===== config.mk =====
export PLATFORM = sky130hd
export DESIGN_NAME = mul_share_arbiter
export DESIGN_NICKNAME = d
export VERILOG_FILES = /design/src/rtl/mul_share_arbiter.sv
export SDC_FILE = /design/constraint.sdc
export NUM_CORES = 1
export LEC_CHECK = 0
export CAP_MARGIN = 30
export CORE_AREA = 2 2 155 157
export DETAILED_ROUTE_END_ITERATION = 8
export DIE_AREA = 0 0 157 159
export DONT_BUFFER_PORTS = 1
export PLACE_DENSITY = 0.66
export SKIP_LAST_GASP = 1
export SYNTH_ARGS = -nofsm -noshare
export SYNTH_HDL_FRONTEND = slang
export SYNTH_SLANG_ARGS = --single-unit

===== constraint.sdc =====
create_clock -name Clock -period 9.26 [get_ports Clock]
set_clock_uncertainty 0.1 [all_clocks]
set_input_delay 0.926 -clock Clock [delete_from_list [all_inputs] [get_ports Clock]]
set_output_delay 0.926 -clock Clock [all_outputs]
set_load 0.05 [all_outputs]

===== src/rtl/mul_share_arbiter.sv =====
// mul_share_arbiter: round-robin sharing of one 16x16 multiplier between two requesters.
// Define MUL_ARB_FIXED_PRIO_EN for fixed priority (requester 0 always wins a tie).
module mul_share_arbiter #(
   parameter int unsigned WAIT_CYCLES = 2
) (
   input  logic        Clock,
   input  logic        Reset,
   input  logic        iReq0,
   input  logic [15:0] iA0,
   input  logic [15:0] iB0,
   input  logic        iReq1,
   input  logic [15:0] iA1,
   input  logic [15:0] iB1,
   output logic        oGnt0,
   output logic        oGnt1,
   output logic        oDone0,
   output logic        oDone1,
   output logic [31:0] oResult,
   output logic        oBusy
);
   typedef enum logic {IDLE, BUSY} state_t;
   localparam logic [3:0] WAIT_LD = 4'(WAIT_CYCLES);
   state_t state, state_nxt;
   logic [15:0] op_a, op_b;
   logic [3:0] cnt;
   logic owner, win1, grant, finish;
   logic [31:0] prod;
`ifdef MUL_ARB_FIXED_PRIO_EN
   assign win1 = iReq1 & ~iReq0;
`else
   logic ptr;
   // ptr holds the last granted requester; a tie goes to the other one
   assign win1 = iReq1 & (~iReq0 | ~ptr);
   always_ff @(posedge Clock or posedge Reset)
      if (Reset) ptr <= 1'b1;
      else if (grant) ptr <= win1;
`endif
   assign grant  = (state == IDLE) & (iReq0 | iReq1);
   assign finish = (state == BUSY) & (cnt == 4'd1);
   assign prod   = 32'(op_a) * 32'(op_b);
   assign oBusy  = state == BUSY;
   always_ff @(posedge Clock or posedge Reset)
      if (Reset) state <= IDLE;
      else state <= state_nxt;
   always_comb state_nxt = grant ? BUSY : finish ? IDLE : state;
   always_ff @(posedge Clock or posedge Reset)
      if (Reset) begin
         op_a    <= '0;
         op_b    <= '0;
         cnt     <= '0;
         owner   <= 1'b0;
         oGnt0   <= 1'b0;
         oGnt1   <= 1'b0;
         oDone0  <= 1'b0;
         oDone1  <= 1'b0;
         oResult <= '0;
      end else begin
         oGnt0  <= grant & ~win1;
         oGnt1  <= grant & win1;
         oDone0 <= finish & ~owner;
         oDone1 <= finish & owner;
         if (grant) begin
            op_a  <= win1 ? iA1 : iA0;
            op_b  <= win1 ? iB1 : iB0;
            cnt   <= WAIT_LD;
            owner <= win1;
         end else if (state == BUSY) cnt <= cnt - 4'd1;
         if (finish) oResult <= prod;
      end
endmodule


# == After elaboration in Yosys (flattened, before gate mapping) ==
# Index checks and enable logic that the tools add are counted.
# totals
reg_bits,75
in_bits,68
output_inout_bits,37
wordCells,36
# op_classes
add_sub_neg,1
multipliers,1
eq_ne,1
muxes,6
bitwise,14
n_reduce_logical,2
# op_table
op,n
$mul A16 B16 Y32,1
$mux W16,2
$mux W4,2
$and A1 B1 Y1,7
$not A1 Y1,5
$eq A4 B1 Y1 const B,1
$reduce_bool A2 Y1,2
$sub A4 B1 Y4 const B,1
$mux W1,2
$or A1 B1 Y1,2

# == Logic depth before layout (Yosys ltp) ==
# logic_depth
ltp_word,5
ltp_mapped,22
mapped_depth_nobuf,19

# == Least setup slack after synthesis ==
# Ideal clock, no wire load.
# synth_path
kind,reg2reg
from,register op_b[7]
to,register oResult[31]
setup_ps,69
t_arrival_ps,5692
required_time_ps,9091
slack_ps,3399
path_stages_with_launch,23
n_path_buf,3
synth_period_minus_slack_ps,5861
cell_sequence,dfrtp_1 clkbuf_1 clkbuf_1 nand2_1 fa_1 inv_1 fa_1 inv_1 fa_1 inv_1 fa_1 fa_1 inv_1 fa_1 inv_1 ha_1 buf_12 nand2_1 o22ai_1 a211oi_2 o41a_1 or3_1 nand3_1
# synth_between
elab_chain_len,1
# synth_lines
item,line_no,source
start: declaration,24,"logic [15:0] op_a, op_b;"
start signal: assignment,64,op_b <= win1 ? iB1 : iB0;
$mul A16 B16 Y32,40,assign prod = 32'(op_a) * 32'(op_b);
end signal: assignment,68,if (finish) oResult <= prod;
end: declaration,18,"output logic [31:0] oResult,"
# Every way passes these cells.
# A chain may end at the register's enable or synchronous reset.

# == Worst setup path after layout ==
# layout_path
from,register op_a[7]
to,register oResult[31]
# layout_between
elab_chain_len,1
# layout_lines
item,line_no,source
start: declaration,24,
start signal: assignment,63,op_a <= win1 ? iA1 : iA0;
$mul A16 B16 Y32,40,
# Every way passes these cells.

==> results by group <==
Yosys
  – Area fraction of the dominant cell type after synthesis: 0.3338
  – Syn Nets: 1,641
  – Gate Count Post-Synth: 1,273
  – Synth Area in Compound Gates: 0.09603
  – Synth async-reset ratio: 1.000
  – Post-Synth XOR/XNOR Area: 0.01506
  – Post-Synth Simple-Gate Area: 0.1653
  – Avg Cell Area, Syn: 9.140 um2
  – EDFF count, synth: 0
  – Mapped Area: 0.01163 mm2
  – Largest family of logic cells by synthesized area: adder cells
  – Synth warnings: 0
  – Largest area contributor in the netlist: fa_1
  – Ys flop type: dfrtp_1
  – Yosys reg bits: 75
  – Sequential area share after synthesis: 0.1614
  – Synth area leaders: fa_1 33%, dfrtp_1 16%, ha_1 11%
  – Post-synthesis mux area share: 0.001721
  – Netlist cell types: 63
  – Post-Synth Adder-Cell Area: 0.4478

Clock network
  – Root buffer cell: clkbuf_16
  – CTS tree: done
  – Clk_lat worst skew: 0.36 ns
  – CTS H-tree depth: 3
  – Cts hold-fix bufs: 0
  – Setup bufs post-CTS: 0
  – Post_cts resized: 0
  – CTS Buf Count: 9
  – Reg clk slew, reported paths: 0.08 ns
  – Longest Clk Path Bufs: 2
  – Sink Count: 75

Setup path
  – Startpoint Class: flop
  – Crit path arrival time: 6.66 ns
  – Reg2Reg Depth: 19
  – R2R Setup Slk: 2.79 ns
  – CP Data Required Time: 9.45 ns
  – CP endpoint kind: flop
  – Worst Path Max Fanout: 17
  – Worst Path Class, Setup: reg -> reg

Global routing
  – First-pass GRT wire length: 47,590 um
  – Total grt overflow: 0
  – Vias in the first global route: 9,023
  – Routing usage on met2: 0.4053
  – Antenna violations before repair: 0
  – GRT met3 Usage: 0.04545
  – GR peak layer: met2
  – All-Layer GR Usage: 0.2443
  – Grt met1 use: 0.3293
  – Largest net degree at the start of global routing: 62

Finish
  – Most common cell after layout, fill and taps aside: inv_1
  – Non-Filler Instances: 1,553
  – Ant. Diodes: 0
  – Share of cells above drive strength 1: 0.03079
  – Final instance area: 0.01216 mm2
  – Synth-to-layout area growth: 4.528%
  – Layout Nets: 1,597
  – Most frequent cells in the layout: 262 x inv_1, 197 x nand2_1, 194 x fa_1
  – Fin util: 0.5244

Die
  – Die width: 157 um
  – Core Area: 0.02319 mm2
  – Initial Util: 0.5017
  – Num rows: 56
  – Full die area: 0.02496 mm2
  – Height of the die: 159 um
  – I/O Pins: 105

Placed design
  – GPL Wtd Cong: 0.9064
  – Post-DP Area: 0.01183 mm2
  – Cell Count Post-Placement: 1,537
  – Final HPWL DP: 22,860 um
  – Buffers added on ports: 0

Drt
  – Total detailed-routing wirelength: 29,090 um
  – Antenna Nets Post-Route: 0
  – Drt wl/cell: 18.73 um
  – 1st-pass router iterations: 6
  – Via count: 8,701
  – DRT iter0 DRCs: 677
  – DRC Markers: 0
  – Vias/cell: 5.603

STA
  – RSZ-0062 raised after global routing: false
  – Hold Violations, Final: 0
  – Final Cycle Share: 0.6989
  – Setup TNS: 0 ns
  – Final Critical Period: 6.472 ns
  – Count of final setup violators: 0
  – Max Slew Vio Count: 0
  – Slew @ Worst Pin: 0.8153 ns
  – Relative slew slack: 0.4565
  – F_max: 0.1545 GHz

Hold path
  – Hold path depth: 1
  – HP Class: reg -> reg

Status
  – Status: finished clean

Flow run
  – Max-capacitance violation count: 0
cell type report:
type / instances / area (um2)
Clock buffer: 9 / 225.2
Fill cell: 2183 / 11030
Timing Repair Buffer: 8 / 92.59
Multi-Input combinational cell: 871 / 8469
Tap cell: 319 / 399.1
Inverter: 264 / 992.2
Sequential cell: 75 / 1878
Clock inverter: 7 / 105.1
sequential cells by signal, summed over array words and instances (netlist names):
name / cells
oResult: 32
oDone1: 1
cnt: 4
oBusy: 1
ptr: 1
oGnt1: 1
oGnt0: 1
oDone0: 1
op_a: 16
owner: 1
op_b: 16
metrics by stage:
stage | setup WS [ns] | hold WS, ns
floorplan | 3.399 | 0.3159
CTS | 2.821 | 0.3461
detailed placement | 2.892 | 0.3353
finish | 2.788 | 0.3443
global route | 2.600 | 0.3554
global placement | 2.949 | 0.3328
final timing paths:
check / startpoint / to
setup / recovery: op_a[7]$_DFFE_PP0P_ / oResult[31]$_DFFE_PP0P_
hold / removal: owner$_DFFE_PP0P_ / oDone0$_DFF_PP0_
setup reg to reg: op_a[7]$_DFFE_PP0P_ / oResult[31]$_DFFE_PP0P_
hold reg to reg: owner$_DFFE_PP0P_ / oDone0$_DFF_PP0_
max in group asynchronous: Reset / oResult[29]$_DFFE_PP0P_
min in group asynchronous: Reset / cnt[0]$_DFFE_PP0P_
metal layers:
metal / vias up / part of all wire
li1: 3902 / -
met1: 4433 / 0.41
met2: 312 / 0.49
met3: 54 / 0.071
met4: 0 / 0.024
met5: - / 0
kinds of logic (layout without fill, tap and decap cells):
group / after synthesis / in the layout
and+or+nand+nor: 392 / 392
xor gates and xnor gates: 20 / 20
AOI/OAI and AO/OA: 157 / 157
muxes: 2 / 2
adders and majority gates: 300 / 300
buffers and inverters: 327 / 288
DFF: 75 / 75
cell usage after synthesis (5+ instances only):
cell and n:
a211oi_1 6, a21o_1 6, a21oi_1 32, a222oi_1 32
and2_1 126, clkbuf_1 53, dfrtp_1 74, fa_1 194
ha_1 106, inv_1 263, nand2_1 197, nand3_1 12
nand4_1 9, nor2_1 20, o21a_1 5, o21ai_0 39
o21bai_1 5, xnor2_1 15, xor2_1 5
worst max-delay path, cell delays in order (launching register included):
cell,delay [ns]
dfrtp_1,0.86
nand2_1,0.17
fa_1,0.56
inv_1,0.05
fa_1,0.50
inv_1,0.06
fa_1,0.52
inv_1,0.05
fa_1,0.45
fa_1,0.49
inv_1,0.05
fa_1,0.52
inv_1,0.05
ha_1,0.43
nand4_1,0.16
o22ai_1,0.20
a211oi_2,0.09
o41a_1,0.56
or3_1,0.41
nand3_1,0.08
Power is left out: the tool's default activity adds up to more than one toggle a clock period on the data nets, which glitch-free logic cannot reach.
